$ cat src/rtl/gray_frame_ctrl_pkg.sv
// Shared definitions for the grayscale frame sequencer.
package gray_frame_ctrl_pkg;

    typedef logic [1:0] state_t;

    localparam state_t ST_IDLE  = 2'd0;
    localparam state_t ST_RUN   = 2'd1;
    localparam state_t ST_DRAIN = 2'd2;

    // Source memory read latency and converter latency, in clock cycles.
    localparam int RD_LAT   = 1;
    localparam int CONV_LAT = 1;

    // Channel slots inside a packed pixel word: {R,G,B}, R in the MSBs.
    localparam int R_SLOT = 2;
    localparam int G_SLOT = 1;
    localparam int B_SLOT = 0;

endpackage

$ cat src/rtl/gray_frame_ctrl_raster_counter.sv
// Raster-order position counter: linear address plus column/row with wrap.
// last_col and last_row are combinational flags on the current position.
module raster_counter #(
    parameter int WIDTH      = 640,
    parameter int HEIGHT     = 480,
    parameter int ADDR_WIDTH = 19
) (
    input  logic                  clk,
    input  logic                  rst,
    input  logic                  clr,
    input  logic                  step,
    output logic [ADDR_WIDTH-1:0] addr,
    output logic                  last_col,
    output logic                  last_row
);

    localparam int COL_W = $clog2(WIDTH + 1);
    localparam int ROW_W = $clog2(HEIGHT + 1);

    logic [COL_W-1:0] col;
    logic [ROW_W-1:0] row;

    assign last_col = (col == COL_W'(WIDTH - 1));
    assign last_row = (row == ROW_W'(HEIGHT - 1));

    // Advance one pixel per step; after the final pixel return to the origin.
    always_ff @(posedge clk) begin
        if (rst || clr) begin
            col  <= '0;
            row  <= '0;
            addr <= '0;
        end else if (step) begin
            if (last_col) begin
                col <= '0;
                if (last_row) begin
                    row  <= '0;
                    addr <= '0;
                end else begin
                    row  <= row + ROW_W'(1);
                    addr <= addr + ADDR_WIDTH'(1);
                end
            end else begin
                col  <= col + COL_W'(1);
                addr <= addr + ADDR_WIDTH'(1);
            end
        end
    end

endmodule

$ cat src/rtl/gray_frame_ctrl.sv
// Frame sequencer for the RGB-to-grayscale stage.
//
//   state    | meaning
//   ---------+-----------------------------------------------------------
//   ST_IDLE  | waiting for start_i, busy_o low
//   ST_RUN   | issuing source reads in raster order (held off by pause_i)
//   ST_DRAIN | all reads issued, waiting for the last grey write
//
// Pipeline from a read issued in cycle t: data at t+1, colours/done_o at
// t+2, converter result at t+3, destination write at t+4.
module gray_frame_ctrl
    import gray_frame_ctrl_pkg::*;
#(
    parameter int DATA_WIDTH = 8,
    parameter int WIDTH      = 640,
    parameter int HEIGHT     = 480,
    parameter int ADDR_WIDTH = 19
) (
    input  logic                    clk,
    input  logic                    rst,
    input  logic                    start_i,
    input  logic                    pause_i,
    output logic                    rd_en_o,
    output logic [ADDR_WIDTH-1:0]   rd_addr_o,
    input  logic [3*DATA_WIDTH-1:0] rd_data_i,
    output logic [DATA_WIDTH-1:0]   red_o,
    output logic [DATA_WIDTH-1:0]   green_o,
    output logic [DATA_WIDTH-1:0]   blue_o,
    output logic                    done_o,
    input  logic [DATA_WIDTH-1:0]   gray_i,
    input  logic                    gray_done_i,
    output logic                    wr_en_o,
    output logic [ADDR_WIDTH-1:0]   wr_addr_o,
    output logic [DATA_WIDTH-1:0]   wr_data_o,
    output logic                    line_end_o,
    output logic                    frame_done_o,
    output logic                    busy_o
);

    state_t                state;
    logic                  start_acc;
    logic                  rd_issue;
    logic                  rd_last_col;
    logic                  rd_last_row;
    logic                  rd_last;
    logic                  wr_accept;
    logic                  wr_last_col;
    logic                  wr_last_row;
    logic                  pix_vld;
    logic [ADDR_WIDTH-1:0] rd_cnt;
    logic [ADDR_WIDTH-1:0] wr_cnt;

    assign busy_o    = (state != ST_IDLE);
    assign start_acc = (state == ST_IDLE) && start_i;
    // rst gates the strobe so an abort never issues a read in its own cycle.
    assign rd_issue  = (state == ST_RUN) && !pause_i && !rst;
    assign rd_last   = rd_last_col && rd_last_row;
    assign rd_en_o   = rd_issue;
    assign rd_addr_o = rd_cnt;
    // Converter results are only meaningful while a frame is in progress.
    assign wr_accept = gray_done_i && busy_o;

    raster_counter #(
        .WIDTH      (WIDTH),
        .HEIGHT     (HEIGHT),
        .ADDR_WIDTH (ADDR_WIDTH)
    ) u_rd_pos (
        .clk      (clk),
        .rst      (rst),
        .clr      (start_acc),
        .step     (rd_issue),
        .addr     (rd_cnt),
        .last_col (rd_last_col),
        .last_row (rd_last_row)
    );

    raster_counter #(
        .WIDTH      (WIDTH),
        .HEIGHT     (HEIGHT),
        .ADDR_WIDTH (ADDR_WIDTH)
    ) u_wr_pos (
        .clk      (clk),
        .rst      (rst),
        .clr      (start_acc),
        .step     (wr_accept),
        .addr     (wr_cnt),
        .last_col (wr_last_col),
        .last_row (wr_last_row)
    );

    // Frame sequencing; leave DRAIN in the cycle frame_done_o is shown so
    // busy_o falls exactly one cycle after it.
    always_ff @(posedge clk) begin
        if (rst) begin
            state <= ST_IDLE;
        end else begin
            case (state)
                ST_IDLE:  if (start_i) state <= ST_RUN;
                ST_RUN:   if (rd_issue && rd_last) state <= ST_DRAIN;
                ST_DRAIN: if (frame_done_o) state <= ST_IDLE;
                default:  state <= ST_IDLE;
            endcase
        end
    end

    // Track the read return and present the unpacked pixel to the converter.
    always_ff @(posedge clk) begin
        if (rst) begin
            pix_vld <= 1'b0;
            done_o  <= 1'b0;
            red_o   <= '0;
            green_o <= '0;
            blue_o  <= '0;
        end else begin
            pix_vld <= rd_issue;
            done_o  <= pix_vld;
            red_o   <= pix_vld ? rd_data_i[R_SLOT*DATA_WIDTH +: DATA_WIDTH] : '0;
            green_o <= pix_vld ? rd_data_i[G_SLOT*DATA_WIDTH +: DATA_WIDTH] : '0;
            blue_o  <= pix_vld ? rd_data_i[B_SLOT*DATA_WIDTH +: DATA_WIDTH] : '0;
        end
    end

    // Register each accepted grey sample as a destination write.
    always_ff @(posedge clk) begin
        if (rst) begin
            wr_en_o      <= 1'b0;
            wr_addr_o    <= '0;
            wr_data_o    <= '0;
            line_end_o   <= 1'b0;
            frame_done_o <= 1'b0;
        end else begin
            wr_en_o      <= wr_accept;
            wr_addr_o    <= wr_accept ? wr_cnt : '0;
            wr_data_o    <= wr_accept ? gray_i : '0;
            line_end_o   <= wr_accept && wr_last_col;
            frame_done_o <= wr_accept && wr_last_col && wr_last_row;
        end
    end

endmodule

$ cat config.mk
export PLATFORM = sky130hd
export DESIGN_NAME = gray_frame_ctrl
export DESIGN_NICKNAME = d
export VERILOG_FILES = /design/src/rtl/gray_frame_ctrl_pkg.sv /design/src/rtl/gray_frame_ctrl_raster_counter.sv /design/src/rtl/gray_frame_ctrl.sv
export SDC_FILE = /design/constraint.sdc
export NUM_CORES = 1
export LEC_CHECK = 0
export CAP_MARGIN = 20
export CORE_MARGIN = 5
export CORE_UTILIZATION = 35
export CTS_CLUSTER_SIZE = 28
export DETAILED_ROUTE_END_ITERATION = 8
export PLACE_DENSITY = 0.65
export SYNTH_ARGS = -nofsm -noshare
export SYNTH_HDL_FRONTEND = slang
export SYNTH_SLANG_ARGS = --single-unit
$ cat constraint.sdc
create_clock -name clk -period 2.2 [get_ports clk]
set_clock_uncertainty 0.05 [all_clocks]
set_input_delay 0.33 -clock clk [delete_from_list [all_inputs] [get_ports clk]]
set_output_delay 0.33 -clock clk [all_outputs]
set_load 0.005 [all_outputs]
# After elaboration in Yosys (flattened, before gate mapping)

Cells that the tools add are included.

Bits of input ports: 37
Word-level logic and storage cells: 64
Register bits after elaboration: 134
Output and inout port bits: 76

Bitwise operators: 2
Add/subtract/negate cells: 6
Equality and inequality tests: 9
Reductions and logical operators: 18
Multiplexer cells: 12

Operator list:

| cell                  | count |
|---|---|
| $mux 19               | 4 |
| $add 19x1->19 const B | 2 |
| $add 10x1->10 const B | 2 |
| $eq 10x10->1 const B  | 2 |
| $mux 10               | 2 |
| $add 9x1->9 const B   | 2 |
| $eq 9x9->1 const B    | 2 |
| $mux 9                | 2 |
| $logic_and 1x1->1     | 8 |
| $mux 2                | 3 |
| $pmux 2 s3            | 1 |
| $ne 2x2->1 const B    | 2 |
| $reduce_and 2->1      | 2 |
| $reduce_or 2->1       | 2 |
| $reduce_and 3->1      | 1 |
| $eq 2x1->1 const B    | 1 |
| $eq 2x2->1 const B    | 1 |
| $logic_not 1->1       | 2 |
| $logic_not 2->1       | 1 |
| $ne 2x1->1 const B    | 1 |
| $not 1->1             | 2 |
| $reduce_bool 2->1     | 1 |
| $logic_or 1x1->1      | 1 |

# Depth between registers and ports, before layout

Gate-level depths: netlist (run 1).

Depth in word-level cells: 6
Depth in mapped cells: 9
Gate-level depth less buffers: 6

# Modules after synthesis

From an unflattened synthesis (run 1), not the netlist that was laid out.

Cell total of the unflattened synthesis: 542
Area total of the unflattened synthesis: 5401.4 µm²

Modules (own cells, without submodules):

| module          | times used | sequential area each (µm²) | cells each | area an instance (µm²) |
|---|---|---|---|---|
| raster_counter  | 2          | 760.7                      | 203        | 1769.2 |
| gray_frame_ctrl | 1          | 1161.1                     | 136        | 1863.0 |

# Worst setup path after synthesis (run 1)

Ideal clock, no wire load.

Path type: input -> register
Start point: input port rst
End point: register u_rd_pos.row[8]
Arrival: 1903 ps
Path buffers: 2
Stages on the path: 7
Library setup time: 71 ps
Path slack: 176 ps
Required time: 2079 ps
Cell sequence: buf_6 > or4b_1 > buf_6 > nor3_4 > nand4_2 > or3_1 > a21oi_1

Longest elaborated chain between the ends: 3
Elaborated cells between the ends (all ways): 4
Classes of those cells: reduce/logical: 4

RTL lines:

| item                              | line                                 | source |
|---|---|---|
| start, declared                   | gray_frame_ctrl.sv:20                | `input logic rst,` |
| $logic_not 1->1                   | gray_frame_ctrl.sv:56                | `assign rd_issue = (state == ST_RUN) && !pause_i && !rst;` |
| $logic_and 1x1->1                 | gray_frame_ctrl.sv:56                |  |
| $reduce_and 2->1 (no source line) | --                                   |  |
| end signal, assigned              | gray_frame_ctrl_raster_counter.sv:39 | `row <= row + ROW_W'(1);` |
| end, declared                     | gray_frame_ctrl_raster_counter.sv:21 | `logic [ROW_W-1:0] row;` |

Parallel ways exist; a longest one is shown, timed or not.
A chain may end at the register's enable or synchronous reset.

# Worst setup path after layout (run 1)

Start point: register state[1]
End point: output port rd_en_o

Longest elaborated chain between the ends: 3

RTL lines:

| item                            | line                  | source |
|---|---|---|
| start, declared                 | gray_frame_ctrl.sv:40 | `state_t state;` |
| start signal, assigned          | gray_frame_ctrl.sv:95 | `state <= ST_IDLE;` |
| start signal, assigned          | gray_frame_ctrl.sv:98 | `ST_IDLE: if (start_i) state <= ST_RUN;` |
| start signal, assigned          | gray_frame_ctrl.sv:99 | `ST_RUN: if (rd_issue && rd_last) state <= ST_DRAIN;` |
| $eq 2x1->1                      | gray_frame_ctrl.sv:56 |  |
| $logic_and 1x1->1 (2 in series) | gray_frame_ctrl.sv:56 |  |
| end, declared                   | gray_frame_ctrl.sv:23 | `output logic rd_en_o,` |

Every way passes these cells.

==> flow_summary.json, run 1 <==
{
  "cp-end-kind": "primary output",
  "status": "finished, final reports clean",
  "final_cell_mix": "134 x dfxtp_1, 111 x clkdlybuf4s50_1, 80 x nor2_1",
  "cp_slowest_cell": "or4b_1",
  "row_count": 43,
  "numPortBuffers": 112,
  "final_hold_viol_count": 0,
  "cp.depth": 4,
  "critical_path_class": "flop to primary output",
  "postRouteAntennaNets": 0,
  "syn-num-nets": 561,
  "grt_max_degree": 26,
  "die-area_um2": 16800,
  "synth_edf_count": 0,
  "crit_fanout": 3,
  "synthDistinctLibCells": 46,
  "syn_to_final_growth_pct": 43.0,
  "async_reset_ff_frac": 0,
  "min_period_over_period": 0.956,
  "ys_ff_latch": 134,
  "seq_power_share": 0.446,
  "via_per_inst": 4.67,
  "antenna_found_initial": 0,
  "drtIter0Drc": 134,
  "whs_path_depth": 2,
  "h-tree-depth": 4,
  "top_level_ports": 113,
  "dp.cells": 828,
  "layout_min_cycle_time_ns": 2.10,
  "initial_core_util": 0.358,
  "vias": 4017,
  "final_cell_count_no_fill": 861,
  "rsz0062_at_grt": "false",
  "leakage_nw": 2.67,
  "synth_area_um2": 5010,
  "cts_buffers": 17,
  "yosysWarnings": 0,
  "fin_util": 0.513,
  "cts_tree": "built",
  "ys_seq_area_frac": 0.535,
  "holdBufCountCts": 0,
  "dp_hpwl_um": 8520,
  "max_freq_ghz": 0.476,
  "clock_sinks": 134,
  "p_comb_frac": 0.037,
  "start_kind": "flop",
  "final_common_cell": "dfxtp_1",
  "gp_congestion": 0.812,
  "synthCells": 518,
  "p_int_mw": 4.36,
  "tightest_slew_ns": 0.431,
  "wl_per_cell_um": 13.6,
  "route.detailed.drc": 0,
  "finalNetCount": 711,
  "grt_pass1_wl_um": 19400,
  "insertedDiodeCount": 0,
  "die_w_um": 130,
  "pre_cts_ws_ns": -0.256,
  "worst_slack_ns": 0.0972,
  "slew_headroom": 0.709,
  "setup_viol": 0,
  "drv_slew": 0,
  "crit_path_cell_trace": "or4b_1 > buf_6 > inv_1 > dlygate4sd2_1",
  "clock_latency_ns": 0.42,
  "crit_arrival_ns": 1.72,
  "switching_share": 0.206,
  "coreArea_um2": 14000,
  "overflow": 0,
  "timing.critical_path.buf_inv": 3,
  "power_density_nw_per_um2": 766,
  "die_y_um": 130,
  "clockPowerShare": 0.517,
  "dr.pass1.iters": 4,
  "max_stage_delay_ns": 0.53,
  "vdd_drop_max_uv": 484,
  "path_delay_family": "simple AND/OR/NAND/NOR gates",
  "p_switching_mw": 1.13,
  "clockRootBuffer": "clkbuf_16",
  "wl_um": 11700,
  "crit_required_ns": 1.82,
  "grt_pass1_vias": 3978,
  "n_fill_cell": 1268,
  "drive_above_1_share": 0.117,
  "hold_ws_ns": 0.424,
  "hold_path_class": "primary input to flop",
  "clkSlewWorstSetupHoldPaths_ns": 0.06,
  "ff2ff_path_depth": 8,
  "drv_cap": 0,
  "clockBufferDepth": 2,
  "track_usage": 0.146,
  "syn_area_per_cell_um2": 9.68,
  "synth_flop_cell": "dfxtp_1"
}
cell families (layout without fill, tap and decap cells):
group | after synthesis | in the layout | share of synthesized area
multiplexers | 2 | 2 | 0.00399
adder cells (fa/ha/maj) | 6 | 6 | 0.0150
XOR/XNOR | 64 | 64 | 0.112
flip-flops | 134 | 134 | 0.535
buffers and inverters | 28 | 191 | 0.0267
AND/OR/NAND/NOR | 264 | 264 | 0.283
AO/OA/AOI/OAI | 20 | 20 | 0.0242
final timing paths:
check,start,endpoint,slack [ns]
max reg2reg,state[1]$_SDFFE_PP0P_,u_rd_pos.col[9]$_SDFFE_PP0P_,0.11
min reg2reg,frame_done_o$_SDFF_PP0_,state[1]$_SDFFE_PP0P_,0.43
min,rd_data_i[4],blue_o[4]$_SDFF_PP0_,0.42
max,state[1]$_SDFFE_PP0P_,rd_en_o,0.1
Yosys cell counts (2+ instances only):
master     number  area, um^2
clkbuf_1       10        37.5
dfxtp_1       134        2680
nor4_4          2        42.5
o21ai_0         5        25.0
nand4_1        20         125
xnor2_1        32         280
and2_1         48         300
buf_6           2        22.5
a21oi_1         8        40.0
buf_2           2        10.0
buf_4           3        22.5
and3_1          8        50.1
mux2i_1         2        20.0
xor2_1         32         280
nor4_1          4        25.0
nand2_1        37         139
ha_1            6        75.1
nor3_1         14        70.1
nand3_1        23         115
nand2b_1        4        25.0
nand3b_1        2        15.0
and4_1          4        35.0
a31oi_1         2        12.5
nor2_1         80         300
nand4bb_1       3        33.8
inv_1          11        41.3
flip-flops by register name (all words and copies together), names as in the netlist, 9 cells and up:
| name | flops |
|---|---|
| u_rd_pos.addr | 19 |
| u_rd_pos.col | 10 |
| u_rd_pos.row | 9 |
| u_wr_pos.row | 9 |
| wr_addr_o | 19 |
| u_wr_pos.addr | 19 |
| u_wr_pos.col | 10 |
final cells by class:
type                    count  area [um^2]  area share
well taps                 180          225      0.0314
flip-flops and latches    134         2680       0.374
multi-input cells         356         2210       0.308
repair buffers            148         1420       0.198
inverters                  11         41.3     0.00576
clock buffers              18          439      0.0612
clock inverters            14          158      0.0220
stage by stage:
step                setup TNS [ns]  instance area [um^2]  power (mW)
finish                           0                  7170        5.50
global route                     0                  7170        5.69
CTS                              0                  7160        5.55
detailed placement           -7.05                  6560        2.71
global placement             -6.80                  6560        2.70
floorplan                        0                  5010        2.57
timing repair:
action                                  4_1_cts  5_1_grt
endpoints found under the setup margin        1       25
setup buffers                                 1        0
gates resized for setup                       2        2
pin swaps                                     0        2
cloned                                        0        0
metal layers:
metal	wire length [um]	share of wire	track usage
met2	5860	0.50	0.250
met1	5020	0.43	0.170
met3	668	0.057	0.0503
met5	0	0	0
met4	126	0.011	0.0532
power by group through the flow:
stage / combinational [mW] / sequential (mW) / clock (mW)
finish: 0.205 / 2.45 / 2.84
floorplan: 0.0672 / 2.50 / 0
CTS: 0.208 / 2.45 / 2.89
detailed placement: 0.204 / 2.50 / 0
global route: 0.222 / 2.45 / 3.02
global placement: 0.201 / 2.50 / 0
Note: power is estimated with default switching activity, not from simulation.
==> inputs of run 2 (changes only) <==
Settings changed: GPL_ROUTABILITY_DRIVEN set to 0.
==> results of run 2 <==
No change in the layout: final DEF, timing and power equal those of run 1.
==> edit 1 (flow settings as in run 1) <==
`WIDTH` is set to 640 in 2 places; all go to 2560.
--- a/src/rtl/gray_frame_ctrl_raster_counter.sv
+++ b/src/rtl/gray_frame_ctrl_raster_counter.sv
@@ -3,3 +3,3 @@
 module raster_counter #(
-    parameter int WIDTH      = 640,
+    parameter int WIDTH      = 2560,
     parameter int HEIGHT     = 480,
--- a/src/rtl/gray_frame_ctrl.sv
+++ b/src/rtl/gray_frame_ctrl.sv
@@ -14,3 +14,3 @@
     parameter int DATA_WIDTH = 8,
-    parameter int WIDTH      = 640,
+    parameter int WIDTH      = 2560,
     parameter int HEIGHT     = 480,
Formal check against the unedited RTL: same outputs for any inputs over 10 cycles, from zero or initial values and one cycle with rst high; that may be too few to reach the edited logic, so the function may still have changed.
==> edit 1 against run 1 <==
Synthesized area grew 4.2%; sequential share of layout area is 0.48 points lower; sequential cell count increased by 4; fmax grew 0.47%; clock power up 24%; first-iteration DRC count grew 12%; via count up 5.8%; wire length grew 1.5%; cell area is 4.3% higher; count of clock-buffer cells in the layout is 3 higher; critical path depth up 3; power increased by 13%; worst setup slack better by 0.0099 ns; critical endpoint is now u_rd_pos.row[5]$_SDFFE_PP0P_; largest power group unchanged; highest routed layer unchanged.
==> edit 1: results (changes against run 1) <==
Static Leakage - 0.00275 uW (was 0.00267 uW)
Comb_multi_in - 385 (was 356)
Status - finished clean (unchanged)
Max Fanout on Critical Path - 7 (was 3)
R2R cell count - 6 (was 8)
Hold path depth - 3 (was 2)
Ranking of synthesized cells by area - dfxtp_1 (53%), xor2_1 (6.2%), nor2_1 (6.1%) (was dfxtp_1 (54%), and2_1 (6.0%), nor2_1 (6.0%))
Routability congestion estimate - 0.843 (was 0.812)
Switching Power - 1130 uW (about the same)
Routed met1 length - 5060 um (was 5020 um)
Nonclk buf count - 143 (was 148)
Share of cells above drive strength 1 - 0.109 (was 0.117)
CTS H-tree lvls - 4 (unchanged)
CP max stage cell - or4b_4 (was or4b_1)
Post-CTS Setup Bufs - 2 (was 1)
Sequential cell area fraction in the yosys report - 0.529 (was 0.535)
Worst-Margin Slew - 0.439 ns (was 0.431 ns)
VDD IR max - 0.573 mV (was 0.484 mV)
Crit-path max cell delay - 0.58 ns (was 0.53 ns)
Seq. pwr - 2520 uW (was 2450 uW)
DP HPWL - 8700 um (was 8520 um)
Crit path from - pause_i (was state[1]$_SDFFE_PP0P_)
Synth cell types - 49 (was 46)
Worst setup path endpoint - u_rd_pos.row[5]$_SDFFE_PP0P_ (was rd_en_o)
Fin nets - 736 (was 711)
Met1 Track Usage GR - 0.158 (was 0.170)
R2r setup slk - 0.12 ns
Clock-cell share of area - 0.0992 (was 0.0832)
M3 GR Usage - 0.0485 (was 0.0503)
Hold Path End - state[0]$_SDFFE_PP0P_ (was blue_o[4]$_SDFF_PP0_)
CTS Buffer Depth - 2 (unchanged)
Met2 Usage GRT - 0.245 (was 0.250)
Fillers - 1286 (was 1268)
CLK BUF - 21 (was 18)
Critical R2R Launch - state[1]$_SDFFE_PP0P_ (unchanged)
DR iter-0 viols - 150 (was 134)
Via count - 4251 (was 4017)
DRT Wirelength - 11900 um (was 11700 um)
Total length of routed met3 wires - 505 um (was 668 um)
Inverters - 8 (was 11)
Largest net degree at the start of global routing - 28 (was 26)
Post-CTS Resized - 4 (was 2)
Post-synthesis register bit count - 138 (was 134)
First-pass GRT wire length - 20200 um (was 19400 um)
Register Area - 2760 um2 (was 2680 um2)
Top cells by count, synth - dfxtp_1 (138), nor2_1 (85), and2_1 (50) (was dfxtp_1 (134), nor2_1 (80), and2_1 (48))
Routed met2 length - 6200 um (was 5860 um)
Worst EP arrival - 2.35 ns (was 1.72 ns)
Footprint of the multi-input gates - 2340 um2 (was 2210 um2)
Gr usage total - 0.139 (was 0.146)
Mapped Nets - 592 (was 561)
Final-layout non-clock buffer area share - 0.184 (was 0.198)
Clk pwr - 3510 uW (was 2840 uW)
[edit 1: kinds of logic (layout without fill, tap and decap cells)]
group	Yosys count	count (layout)	synth area share
AND/OR/NAND/NOR	282	282	0.283
flip-flops	138	138	0.529
XOR/XNOR	67	67	0.112
AO/OA/AOI/OAI	28	28	0.0338
buffers and inverters	26	183	0.0237
adder cells (fa/ha/maj)	6	6	0.0144
multiplexers	2	2	0.00407
[edit 1: per-stage QoR]
step	setup slack (ns)	area [um2]	instances	hold WS (ns)	power, uW
finish	0.107	7480	890	0.408	6240
global route	-0.00640	7480	890	0.407	6440
CTS	0.0688	7480	890	0.411	6300
detailed placement	-0.380	6720	856	0.406	2780
global placement	-0.327	6720	856	0.390	2780
floorplan	0.125	5220	549	0.383	2640
[edit 1: worst min-delay path: stages]
cell,delay [ns]
dlygate4sd2_1,0.26
buf_4,0.18
nor4_1,0.06
==> edit 2 (settings of run 1) <==
Made on the original files. Reset style: asynchronous (`rst`), changed in 3 clocked blocks.
--- a/src/rtl/gray_frame_ctrl.sv
+++ b/src/rtl/gray_frame_ctrl.sv
@@ -92,3 +92,3 @@
     // busy_o falls exactly one cycle after it.
-    always_ff @(posedge clk) begin
+    always_ff @(posedge clk or posedge rst) begin
         if (rst) begin
@@ -106,3 +106,3 @@
     // Track the read return and present the unpacked pixel to the converter.
-    always_ff @(posedge clk) begin
+    always_ff @(posedge clk or posedge rst) begin
         if (rst) begin
@@ -123,3 +123,3 @@
     // Register each accepted grey sample as a destination write.
-    always_ff @(posedge clk) begin
+    always_ff @(posedge clk or posedge rst) begin
         if (rst) begin
Function: differs if rst is asserted again (counterexample within 4 cycles, from zero or initial values and one cycle with rst high); with rst held inactive, the same outputs for 10 cycles.
==> edit 2 against run 1 <==
Worst setup slack lost 0.29 ns; highest routed layer unchanged; synthesized cell count grew 5.0%; global-route usage up 0.89 points; sequential cell count stayed put; the run now ends with setup timing left; wire length rose by 18%; cell area grew 9.5%; synthesized area up 7.0%.
Power is not compared: it rests on default switching activity, and its combinational part moved more than twofold at a synthesized area within 25%.
==> edit 2: results (changes against run 1) <==
Vias per cell - 5.07 (was 4.67)
DRT Pass-1 Iters - 5 (was 4)
CP top delay family - simple AND/OR/NAND/NOR gates (unchanged)
Final antenna diode count - 0 (unchanged)
Worst setup margin - -0.196 ns (was 0.0972 ns)
Ranking of synthesized cells by area - dfxtp_1 (28%), dfrtp_1 (27%), and2_1 (5.8%) (was dfxtp_1 (54%), and2_1 (6.0%), nor2_1 (6.0%))
Share of cells above drive strength 1 - 0.165 (was 0.117)
Total length of routed met3 wires - 712 um (was 668 um)
Status - finished with violations (was finished clean)
Failing checks - setup timing
DR iter-0 viols - 217 (was 134)
Worst EP arrival - 2.68 ns (was 1.72 ns)
Mapped Nets - 587 (was 561)
Routed met2 length - 6650 um (was 5860 um)
Max layer used - met4 (unchanged)
Switching power share of the total - 0.245
Gr usage total - 0.155 (was 0.146)
Final setup fails - 34 (was 0)
TNS Setup - -2.98 ns (was 0 ns)
Post-synth ARST share - 0.433 (was 0)
CP max stage cell - or4b_4 (was or4b_1)
Dpl cell area - 6910 um2 (was 6560 um2)
Static Leakage - 0.00296 uW
Routed met1 length - 6100 um (was 5020 um)
Top cells by count, synth - dfxtp_1 (76), dfrtp_1 (58), and2_1 (50), nor2_1 (50), a21oi_1 (38) (was dfxtp_1 (134), nor2_1 (80), and2_1 (48))
R2R cell count - 5 (was 8)
DP HPWL - 9180 um (was 8520 um)
Largest net degree at the start of global routing - 59 (was 26)
Crit path from - state[1]$_DFFE_PP0P_ (was state[1]$_SDFFE_PP0P_)
Synth cell types - 38 (was 46)
Sequential cell area fraction in the yosys report - 0.554 (was 0.535)
RR Endpoint - u_rd_pos.row[8]$_SDFFE_PP0P_ (was u_rd_pos.col[9]$_SDFFE_PP0P_)
Routability congestion estimate - 0.850 (was 0.812)
Clk Latency, worst-skew pair - 0.40 ns (was 0.42 ns)
Fin nets - 743 (was 711)
Max Fanout on Critical Path - 6 (was 3)
## edit 2: routing by layer
metal  track usage  up-vias
met2         0.261      130
met1         0.190     2184
met4        0.0634        0
met5             0        -
met3        0.0383       19
li1              -     2233
## edit 2: kinds of logic (layout without fill, tap and decap cells)
kind of cell	Yosys count	in the layout	synth area share
simple gates	243	244	0.250
compound gates	82	82	0.0891
buf+inv	41	209	0.0308
mux	2	2	0.00373
flops	134	134	0.554
fa+ha+maj	6	6	0.0140
xor+xnor	36	36	0.0588
## edit 2: area by class of cell
class | instances | area [um2]
Fill cell | 1280 | 7290
Sequential cell | 134 | 2970
Multi-Input combinational cell | 370 | 2450
Timing Repair Buffer | 160 | 1570
Clock buffer | 22 | 474
Tap cell | 188 | 235
Clock inverter | 10 | 80.1
Inverter | 17 | 70.1
## edit 2: power groups by stage
stage | Combinational [uW] | Sequential (uW) | Clock, uW
5_1_grt | 1020 | 2660 | 2790
3_3_place_gp | 781 | 2690 | 0
2_1_floorplan | 324 | 2680 | 0
6_report | 937 | 2640 | 2620
3_5_place_dp | 786 | 2690 | 0
4_1_cts | 941 | 2640 | 2680
## edit 2: worst min-delay path by stage
stage                                        start                              to  cells after the start
global placement      u_wr_pos.col[1]$_SDFFE_PP0P_    u_wr_pos.col[1]$_SDFFE_PP0P_                      2
detailed placement  u_wr_pos.addr[18]$_SDFFE_PP0P_  u_wr_pos.addr[18]$_SDFFE_PP0P_                      2
global route                             gray_i[1]          wr_data_o[1]$_DFF_PP0_                      2
CTS                                      gray_i[1]          wr_data_o[1]$_DFF_PP0_                      2
finish                                   gray_i[1]          wr_data_o[1]$_DFF_PP0_                      2
floorplan                        pix_vld$_DFF_PP0_                done_o$_DFF_PP0_                      0
## edit 2: what timing repair did
item                                    CTS  global route
pin swaps                                19             4
setup buffers                             9             1
gates resized for setup                  44            17
hold buffers                              0             0
gates cloned                              4             0
hold endpoints to repair                  0             0
endpoints found under the setup margin   33            36
## edit 2: stage by stage
stage                     worst slack (ns)   util  total power [uW]  instances
after floorplan                     -0.168      -              3010        544
after global placement              -0.552  0.456              3470        856
after detailed placement            -0.620  0.456              3480        856
after CTS                           -0.200  0.513              6270        901
after global routing                -0.246  0.518              6470        901
final                               -0.196  0.518              6200        901
